## src/rtl/fifo_byte_unpacker.sv

```systemverilog
// Drains words from a show-ahead FIFO and re-emits each one as a stream of
// bytes over a valid/ready interface, reloading without a bubble when possible.
module fifo_byte_unpacker #(
    parameter int FWIDTH    = 32,
    parameter int BWIDTH    = 8,
    parameter int MSB_FIRST = 1,
    parameter int WCWIDTH   = 16
) (
    input  logic               Clk,
    input  logic               RstN,
    input  logic               EnN,
    input  logic               ClrN,
    input  logic [FWIDTH-1:0]  F_Data,
    input  logic               F_EmptyN,
    output logic               FOutN,
    output logic [BWIDTH-1:0]  Byte_Data,
    output logic               Byte_Valid,
    input  logic               Byte_Ready,
    output logic               Byte_Last,
    output logic               Busy,
    output logic [WCWIDTH-1:0] Word_Cnt
);

    localparam int NB  = FWIDTH / BWIDTH;
    localparam int BIW = (NB > 1) ? $clog2(NB) : 1;

    typedef enum logic {
        IDLE  = 1'b0,
        SHIFT = 1'b1
    } state_t;

    state_t               state_q, state_d;
    logic [FWIDTH-1:0]    hold_q, hold_d;
    logic [BIW-1:0]       bidx_q, bidx_d;
    logic [WCWIDTH-1:0]   word_cnt_q, word_cnt_d;

    logic accept;
    logic last;
    logic reload_ok;
    logic rd;

    function automatic logic [BWIDTH-1:0] sel_byte(input logic [FWIDTH-1:0] w,
                                                   input logic [BIW-1:0]    idx);
        int pos;
        pos = (MSB_FIRST != 0) ? (NB - 1 - int'(idx)) : int'(idx);
        return w[pos*BWIDTH +: BWIDTH];
    endfunction

    always_ff @(posedge Clk or negedge RstN) begin
        if (!RstN) begin
            state_q    <= IDLE;
            hold_q     <= '0;
            bidx_q     <= '0;
            word_cnt_q <= '0;
        end else begin
            state_q    <= state_d;
            hold_q     <= hold_d;
            bidx_q     <= bidx_d;
            word_cnt_q <= word_cnt_d;
        end
    end

    // The read strobe is gated by RstN so no word is pulled while reset is held.
    always_comb begin
        accept    = (state_q == SHIFT) & Byte_Ready;
        last      = (bidx_q == BIW'(NB - 1));
        reload_ok = ClrN & ~EnN & F_EmptyN;
        rd        = RstN & reload_ok & ((state_q == IDLE) | (accept & last));
    end

    always_comb begin
        state_d    = state_q;
        hold_d     = hold_q;
        bidx_d     = bidx_q;
        word_cnt_d = word_cnt_q;
        if (!ClrN) begin
            state_d    = IDLE;
            hold_d     = '0;
            bidx_d     = '0;
            word_cnt_d = '0;
        end else if (rd) begin
            state_d    = SHIFT;
            hold_d     = F_Data;
            bidx_d     = '0;
            word_cnt_d = word_cnt_q + WCWIDTH'(1);
        end else if (accept) begin
            if (last) begin
                state_d = IDLE;
            end else begin
                bidx_d = bidx_q + BIW'(1);
            end
        end
    end

    always_comb begin
        Byte_Valid = (state_q == SHIFT);
        Busy       = (state_q == SHIFT);
        Byte_Last  = (state_q == SHIFT) & last;
        Byte_Data  = (state_q == SHIFT) ? sel_byte(hold_q, bidx_q) : '0;
        FOutN      = ~rd;
        Word_Cnt   = word_cnt_q;
    end

endmodule

```

## config.mk

```make
export PLATFORM = sky130hd
export DESIGN_NAME = fifo_byte_unpacker
export DESIGN_NICKNAME = d
export VERILOG_FILES = /design/src/rtl/fifo_byte_unpacker.sv
export SDC_FILE = /design/constraint.sdc
export NUM_CORES = 1
export LEC_CHECK = 0
export CAP_MARGIN = 20
export CORE_MARGIN = 10
export CORE_UTILIZATION = 52
export DETAILED_ROUTE_END_ITERATION = 12
export PLACE_DENSITY = 0.87
export SLEW_MARGIN = 20
export SYNTH_ARGS = -nofsm -noshare
export SYNTH_HDL_FRONTEND = slang
export SYNTH_SLANG_ARGS = --single-unit
```

## constraint.sdc

```tcl
create_clock -name Clk -period 4.94 [get_ports Clk]
set_input_delay 1.482 -clock Clk [delete_from_list [all_inputs] [get_ports Clk]]
set_output_delay 1.482 -clock Clk [all_outputs]
set_load 0.01 [all_outputs]
```

# == Word level (Yosys, flattened, before mapping) ==
# Index checks and enable logic that the tools add are counted.
# classes
addsub,3
mul,0
div,0
order_cmp,0
eq_ne,5
shift,1
mux,13
bitwise_logic,11
reduce_logical,2
# op_table
op,n
32-bit 2-to-1 mux,2
16-bit 2-to-1 mux,2
32-bit by 6-bit variable part select with 8-bit output,1
"16-bit by 1-bit adder with 16-bit output, second input constant",1
2-bit 2-to-1 mux,4
8-bit 2-to-1 mux,1
1-bit bitwise AND,7
"3-bit by 1-bit != test with 1-bit output, second input constant",2
1-bit 2-to-1 mux,4
2-bit AND reduction,2
"3-bit by 2-bit != test with 1-bit output, second input constant",1
1-bit NOT,3
"2-bit by 2-bit subtractor with 3-bit output, first input constant",1
"2-bit by 1-bit adder with 2-bit output, second input constant",1
"2-bit equality test, second input constant",1
"2-bit by 1-bit != test with 1-bit output, second input constant",1
1-bit bitwise OR,1
# word_totals
regBits,51
latchBits,0
ramBits,0
mem_bits_ro,0
inputBits,38
out_inout_bits,28
elab_cells,39
memories,0

# == Depth between registers and ports, before layout ==
# Gate-level depths: netlist of the first run.
# depth
ltp_word,7
mapped_depth,7
ltp_nobuf,6

# == Least setup slack after synthesis of the first run ==
# Ideal clock, no wire load.
# synth_path
kind,input -> output
startpoint,in ClrN
endpoint,out FOutN
arrival_ns,2.582
t_required_ns,3.458
path_slack_ns,0.876
cell_stages,5
path_buffers,2
path_cell_list,buf_4 nand4b_4 nor2_1 clkinv_1 buf_2
# synth_via
elab_chain_cells,5
# synth_rtl
item,line_no,rtl
from (decl),12,"input logic ClrN,"
1-bit bitwise AND (2 in a row),67,reload_ok = ClrN & ~EnN & F_EmptyN;
1-bit bitwise AND (2 in a row),68,rd = RstN & reload_ok & ((state_q == IDLE) | (accept & last));
1-bit NOT,100,FOutN = ~rd;
to (decl),15,"output logic FOutN,"
# Every way passes these cells.

# == Worst setup path after layout of the first run ==
# layout_path
startpoint,in Byte_Ready
endpoint,out FOutN
# layout_via
elab_chain_cells,5
# layout_rtl
item,line_no,rtl
from (decl),18,"input logic Byte_Ready,"
1-bit bitwise AND,65,accept = (state_q == SHIFT) & Byte_Ready;
1-bit bitwise AND,68,
1-bit bitwise OR,68,
1-bit bitwise AND,68,
1-bit NOT,100,
# Every way passes these cells.

==> flow_summary.ini, run 1 <==
[run_status]
status = finished, final reports clean

[floorplanning]
fp.coreArea_um2 = 4660
ioPinCount = 66
die_h_um = 89.0
start_util_pct = 53.1
die_area_um2 = 7920
die_w_um = 89.0
std_cell_rows = 25

[clock_network]
clk_latency_ps = 310
cts_buffers = 5
htree_num_levels = 2
cts_hold_buf = 0
post_cts_buffers = 0
cts_tree = done
clock-sinks = 51
clock-root-buffer = clkbuf_8
clockBufferDepth = 2
clkSlewWorstSetupHoldPaths_ps = 90
cts-resized-gates = 0

[sta]
finalClockSkew_ps = 7.84
post-route-period-util_pct = 94.3
fmax_mhz = 215
slew_violations = 0
finalSetupTns_ps = 0
layout_setup_ws_ps = 280
tightest_slew_ps = 861
setup_violations = 0
relSlewSlack_pct = 42.1
period_minus_slack_ps = 4660
rsz0062_at_grt = false
hold_viol_final = 0

[final_layout]
final_area_um2 = 3280
synthToLayoutAreaGrowth_pct = 32.5
layout_commonest_cell = nand2_1
drive_gt1_share_pct = 7.62
final_cell_mix = 78 x nand2_1, 63 x clkdlybuf4s50_1, 51 x dfrtp_1
diodes = 0
nNetsFinal = 354

[drt]
wl_per_cell_um = 16.9
drt-pass1-iter-count = 4
route.detailed.drc = 0
drt_iter0_drc = 134
vias = 2036
via_per_inst = 5.52
routed_wirelength_um = 6220
final_antenna_net_count = 0

[synthesis]
syn_avg_cell_area_um2 = 9.70
syn-cell-area_um2 = 2470
synthCells = 255
synthesis.nets = 295
ys_ff_latch = 51
ys_warn_count = 0
ys_seq_area_share_pct = 51.6
ys_types = 30

[grt]
grt_pass1_vias = 2121
track_usage_pct = 16.5
antenna_found_initial = 0
grt_max_degree = 52
grt_pass1_wl_um = 10300
grt_overflow = 0

[placed_design]
place_congestion = 0.864
place_ws_ps = 287
portBuffers = 65
dp_hpwl_um = 4340
placed_cell_area_um2 = 3140

[critical_path]
endpoint = FOutN
cp-start-kind = input port
arrival_ps = 3180
worstSetupStartpoint = Byte_Ready
path_class = in2out
crit_fanout = 9
ff2ff_setup_slack_ps = 2400
r2r-start = bidx_q[0]
end_kind = output port
required_ps = 3460
r2r_cells = 5
r2r-end = Word_Cnt[13]

[pwr]
totalPowerFinal_mw = 0.857
power_density_nw_per_um2 = 261
p_leak_nw = 1.59
ir_drop_v = 0.000144

[hold_path]
min_path_type = reg2reg

[job]
max_cap_violations = 0
[stage by stage]
stage          util, %  hold slack, ps  cells
2_1_floorplan        -             461    255
3_3_place_gp      67.4             475    361
3_5_place_dp      67.4             481    361
4_1_cts           70.3             504    369
5_1_grt           70.3             522    369
6_report          70.3             505    369
[worst max-delay path: stages]
cell and delay (ps):
clkdlybuf4s50_1 430, a21boi_1 540, nor2_2 80, clkinv_1 100, clkdlybuf4s50_1 540
[state kept, by name (all words and copies together), names as in the netlist]
name      flops
bidx_q        2
Busy          1
Word_Cnt     16
hold_q       32
[kinds of logic after synthesis]
kind of cell	count (synthesis)	synth area share [%]
AOI/OAI and AO/OA	9	2.33
adders and majority gates	2	1.01
xor gates and xnor gates	6	2.12
muxes	15	10.1
DFF	51	51.6
buffers and inverters	18	3.14
and+or+nand+nor	154	29.7
[synth_stat cells]
master	instances	area [µm²]
nand2_1	78	293
dfrtp_1	51	1280
nand3_1	39	195
and2_1	14	87.6
clkbuf_1	10	37.5
mux4_2	8	180
mux2i_1	7	70.1
xor2_1	6	52.6
nand4_1	5	31.3
nor4_1	4	25.0
o21ai_0	4	20.0
a21boi_1	3	22.5
buf_1	3	11.3
nor2_1	3	11.3
buf_4	2	15.0
ha_1	2	25.0
nand2b_1	2	12.5
or3_1	2	12.5
and3_1	1	6.26
and4_1	1	8.76
buf_2	1	5.00
clkbuf_2	1	5.00
clkinv_1	1	3.75
nand3b_1	1	7.51
nand4b_4	1	23.8
nor3_1	1	5.00
nor3b_1	1	7.51
o211ai_1	1	7.51
o31ai_1	1	7.51
or4_1	1	7.51
[cell type report]
class | count | area, µm²
flip-flops and latches | 51 | 1280
clock inverters | 3 | 67.6
multi-input cells | 186 | 1120
fillers | 362 | 1380
well taps | 54 | 67.6
clock buffers | 5 | 68.8
repair buffers | 69 | 671
inverters | 1 | 3.75
[worst min-delay path by stage]
| stage | start | endpoint | slack, ps | depth (start not counted) |
|---|---|---|---|---|
| finish | hold_q[13] | hold_q[13] | 510 | 2 |
| global route | hold_q[9] | hold_q[9] | 520 | 2 |
| CTS | hold_q[13] | hold_q[13] | 500 | 2 |
| detailed placement | hold_q[13] | hold_q[13] | 480 | 2 |
| global placement | hold_q[1] | hold_q[1] | 480 | 2 |
| floorplan | hold_q[10] | hold_q[10] | 460 | 2 |
[layer usage]
| metal | routed length (µm) | GRT usage (%) | vias to the layer above |
|---|---|---|---|
| met5 | 0 | 0 | - |
| met4 | 82 | 4.77 | 0 |
| li1 | - | - | 984 |
| met3 | 320 | 3.83 | 9 |
| met1 | 2480 | 18.5 | 993 |
| met2 | 3340 | 30.3 | 50 |
[power breakdown]
group / leakage [nW] / switching, mW / internal [mW]
combinational: 0.820 / 0.0340 / 0.0414
sequential: 0.705 / 0.00938 / 0.427
clock: 0.0644 / 0.143 / 0.202
Power figures use the tool's default switching activity.
==> run 2, diff against run 1 <==
CTS_BUF_LIST = sky130_fd_sc_hd__clkbuf_16   (was unset)
==> flow_summary.ini, run 2 (synthesis results as in run 1) <==
[critical_path]
worstSetupStartpoint = Byte_Ready
r2r-start = bidx_q[0]
crit_fanout = 9
cpPeakStageDelay_ps = 550
required_ps = 3460
cp-start-kind = input port
path_class = in2out
end_kind = output port
r2r_cells = 5
ff2ff_setup_slack_ps = 2390
cp_common_cell = clkdlybuf4s50_1
r2r-end = Word_Cnt[10]
cp_slowest_cell = clkdlybuf4s50_1
arrival_ps = 3180
path_cells = clkdlybuf4s50_1, a21boi_1, nor2_2, clkinv_1, clkdlybuf4s50_1
path_buf_inv = 3
crit_family = buffers and inverters

[drt]
drt-pass1-iter-count = 4
drt_iter0_drc = 101
routed_wirelength_um = 6450
route.detailed.drc = 0
via_per_inst = 5.54
final_antenna_net_count = 0
vias = 2043
wl_per_cell_um = 17.5

[sta]
finalSetupTns_ps = 0
hold_viol_final = 0
period_minus_slack_ps = 4660
fmax_mhz = 214
tightest_slew_ps = 821
relSlewSlack_pct = 44.8
slew_violations = 0
holdWs_ps = 497
rsz0062_at_grt = false
finalClockSkew_ps = 6.46
setup_violations = 0
post-route-period-util_pct = 94.4

[floorplanning]
std_cell_rows = 25
ioPinCount = 66
fp.coreArea_um2 = 4660
start_util_pct = 53.1
die_h_um = 89.0
die_w_um = 89.0
die_area_um2 = 7920

[grt]
grt_overflow = 0
grt_max_degree = 52
grt_pass1_wl_um = 10700
track_usage_pct = 17.1
antenna_found_initial = 0
grt_pass1_vias = 2200

[pwr]
p_leak_nw = 1.61
power_density_nw_per_um2 = 286
ir_drop_v = 0.000166

[hold_path]
min_path_type = reg2reg
min_path_cells = 2
min_from = hold_q[13]
whs_endpoint = hold_q[13]

[clock_network]
clkSlewWorstSetupHoldPaths_ps = 60
post_cts_buffers = 0
clk_latency_ps = 290
cts_hold_buf = 0
cts_buffers = 5
clockBufferDepth = 2
clock-sinks = 51
cts-resized-gates = 0
htree_num_levels = 2
clock-root-buffer = clkbuf_16
cts_tree = done

[final_layout]
drive_gt1_share_pct = 7.62
diodes = 0
final_cell_mix = 78 x nand2_1, 63 x clkdlybuf4s50_1, 51 x dfrtp_1
top_register = hold_q
largest_reg_flops = 32
synthToLayoutAreaGrowth_pct = 34.7
nNetsFinal = 354
fill_cells = 344
layout_commonest_cell = nand2_1

[placed_design]
place_congestion = 0.864
dp_hpwl_um = 4340
portBuffers = 65

[run_status]
status = finished, final reports clean

[job]
max_cap_violations = 0
run 2: cell type report:
type | count | area (µm²) | share of cell area (%)
Multi-Input combinational cell | 186 | 1120 | 33.7
Clock buffer | 5 | 125 | 3.75
Timing Repair Buffer | 69 | 671 | 20.1
Sequential cell | 51 | 1280 | 38.3
Inverter | 1 | 3.75 | 0.113
Tap cell | 54 | 67.6 | 2.03
Clock inverter | 3 | 67.6 | 2.03
run 2: metal layers:
layer	vias to the layer above	global-route usage, %	wire (µm)
li1	989	-	-
met1	981	18.8	2510
met2	61	31.6	3500
met3	12	3.83	335
met4	0	5.64	102
met5	-	0	0
run 2: worst register-to-register path, cell delays in order (launching register included):
cell      delay (ps)
dfrtp_1          720
ha_1             310
a21boi_1         200
or4_1            700
or3_1            380
a21boi_1         160
run 2: worst max-delay path by stage:
stage,depth (start not counted),endpoint
6_report,5,FOutN
5_1_grt,5,FOutN
4_1_cts,5,FOutN
3_5_place_dp,5,FOutN
3_3_place_gp,5,FOutN
2_1_floorplan,5,FOutN
run 2: power breakdown:
part	switching (mW)	internal [mW]	leakage [nW]
Combinational	0.0340	0.0414	0.820
Sequential	0.00938	0.427	0.705
Clock	0.151	0.290	0.0900
Total	0.194	0.759	1.61
run 2: per-stage QoR:
stage / setup slack (ps) / instance area (µm²) / std cells / total power, mW / util, %
finish: 277 / 3330 / 369 / 0.953 / 71.5
global route: 188 / 3330 / 369 / 0.987 / 71.5
CTS: 292 / 3330 / 369 / 0.957 / 71.5
detailed placement: 287 / 3140 / 361 / 0.520 / 67.4
global placement: 367 / 3140 / 361 / 0.518 / 67.4
floorplan: 876 / 2470 / 255 / 0.471 / -
==> run 3, diff against run 2 <==
SETUP_SLACK_MARGIN = 0.1   (was unset)
clock period = 5.5 ns   (was 4.94 ns; I/O delays follow)
==> flow_summary.ini, run 3 (synthesis results as in run 1) <==
[run_status]
status = finished, final reports clean

[pwr]
power_density_nw_per_um2 = 248
seqPwrFrac_pct = 47.8
p_leak_nw = 1.61
ir_drop_v = 0.000147
swShare_pct = 22.3
p_comb_share_pct = 8.3
switchingPower_mw = 0.182
p_int_mw = 0.637
pwr-share-clk_pct = 43.9

[drt]
vias = 2054
wl_per_cell_um = 16.8
final_antenna_net_count = 0
routed_wirelength_um = 6200
drt_iter0_drc = 172
route.detailed.drc = 0
drt-pass1-iter-count = 4
via_per_inst = 5.57

[final_layout]
layout_commonest_cell = nand2_1
drive_gt1_share_pct = 7.62
synthToLayoutAreaGrowth_pct = 33.9
top_register = hold_q
fin_cells = 369
largest_reg_flops = 32
diodes = 0
final_cell_mix = 78 x nand2_1, 63 x clkdlybuf4s50_1, 51 x dfrtp_1
nNetsFinal = 354
fill_cells = 345

[clock_network]
clk_latency_ps = 290
clkSlewWorstSetupHoldPaths_ps = 70
post_cts_buffers = 0
clock-sinks = 51
clock-root-buffer = clkbuf_16
cts-resized-gates = 0
cts_hold_buf = 0
htree_num_levels = 2
clockBufferDepth = 2
cts_buffers = 5
cts_tree = done

[grt]
grt_overflow = 0
grt_max_degree = 52
antenna_found_initial = 0
track_usage_pct = 15.9
grt_pass1_vias = 2087
grt_pass1_wl_um = 9870

[placed_design]
portBuffers = 65
dp_hpwl_um = 4290
placed_cells = 361
place_congestion = 0.853

[sta]
slew_violations = 0
post-route-period-util_pct = 91.2
period_minus_slack_ps = 5020
relSlewSlack_pct = 54.3
finalClockSkew_ps = 12.3
hold_viol_final = 0
finalSetupTns_ps = 0
setup_violations = 0
tightest_slew_ps = 679
rsz0062_at_grt = false
fmax_mhz = 199

[floorplanning]
die_area_um2 = 7920
std_cell_rows = 25
die_w_um = 89.0
start_util_pct = 53.1
ioPinCount = 66
die_h_um = 89.0
fp.coreArea_um2 = 4660

[critical_path]
arrival_ps = 3370
r2r-start = bidx_q[0]
required_ps = 3850
worstSetupStartpoint = Byte_Ready
path_class = in2out
end_kind = output port
cp-start-kind = input port
crit_fanout = 9

[hold_path]
min_path_type = reg2reg
min_from = hold_q[1]

[job]
max_cap_violations = 0
[run 3: cell count changes in the layout (fill, tap and decap cells not counted), sizes merged]
cell | before | now
bufinv | 2 | 1
inv | 0 | 1
[run 3: final timing paths]
check                                to  cells after the start  slack [ps]
hold / removal                hold_q[1]                      2         500
max in group asynchronous    hold_q[23]                      2        3520
min in group asynchronous     hold_q[4]                      2        1550
hold reg to reg               hold_q[1]                      2         500
setup / recovery                  FOutN                      5         480
setup reg to reg           Word_Cnt[10]                      5        2960
[run 3: per-stage QoR]
stage / hold WS [ps] / power (mW) / area, µm² / setup WS [ps] / utilization (%)
after floorplan: 461 / 0.423 / 2470 / 1100 / -
after global placement: 475 / 0.465 / 3140 / 595 / 67.4
after detailed placement: 478 / 0.468 / 3140 / 556 / 67.4
after CTS: 495 / 0.822 / 3310 / 495 / 71.1
after global routing: 523 / 0.843 / 3310 / 395 / 71.1
final: 500 / 0.820 / 3310 / 483 / 71.1
[run 3: worst max-delay path, cell delays in order]
cell	delay, ps
clkdlybuf4s50_1	430
a21boi_1	540
nor2_2	100
clkinv_1	110
clkdlybuf4s50_1	540
[run 3: layout make-up]
| cell class | count | area [µm²] | area share (%) |
|---|---|---|---|
| Clock buffer | 5 | 125 | 3.78 |
| Sequential cell | 51 | 1280 | 38.5 |
| Inverter | 1 | 3.75 | 0.113 |
| Clock inverter | 3 | 46.3 | 1.40 |
| Multi-Input combinational cell | 186 | 1120 | 33.9 |
| Tap cell | 54 | 67.6 | 2.04 |
| Timing Repair Buffer | 69 | 671 | 20.2 |
[run 3: layer usage]
metal | wire, µm | track usage [%]
met3 | 300 | 3.83
met2 | 3400 | 28.7
met1 | 2420 | 18.0
met4 | 87 | 4.77
met5 | 0 | 0
[run 3: power groups by stage]
stage	clock, mW	sequential (mW)	combinational [mW]
3_3_place_gp	0	0.399	0.0665
2_1_floorplan	0	0.395	0.0276
4_1_cts	0.361	0.392	0.0689
5_1_grt	0.375	0.394	0.0747
3_5_place_dp	0	0.400	0.0681
6_report	0.360	0.392	0.0679
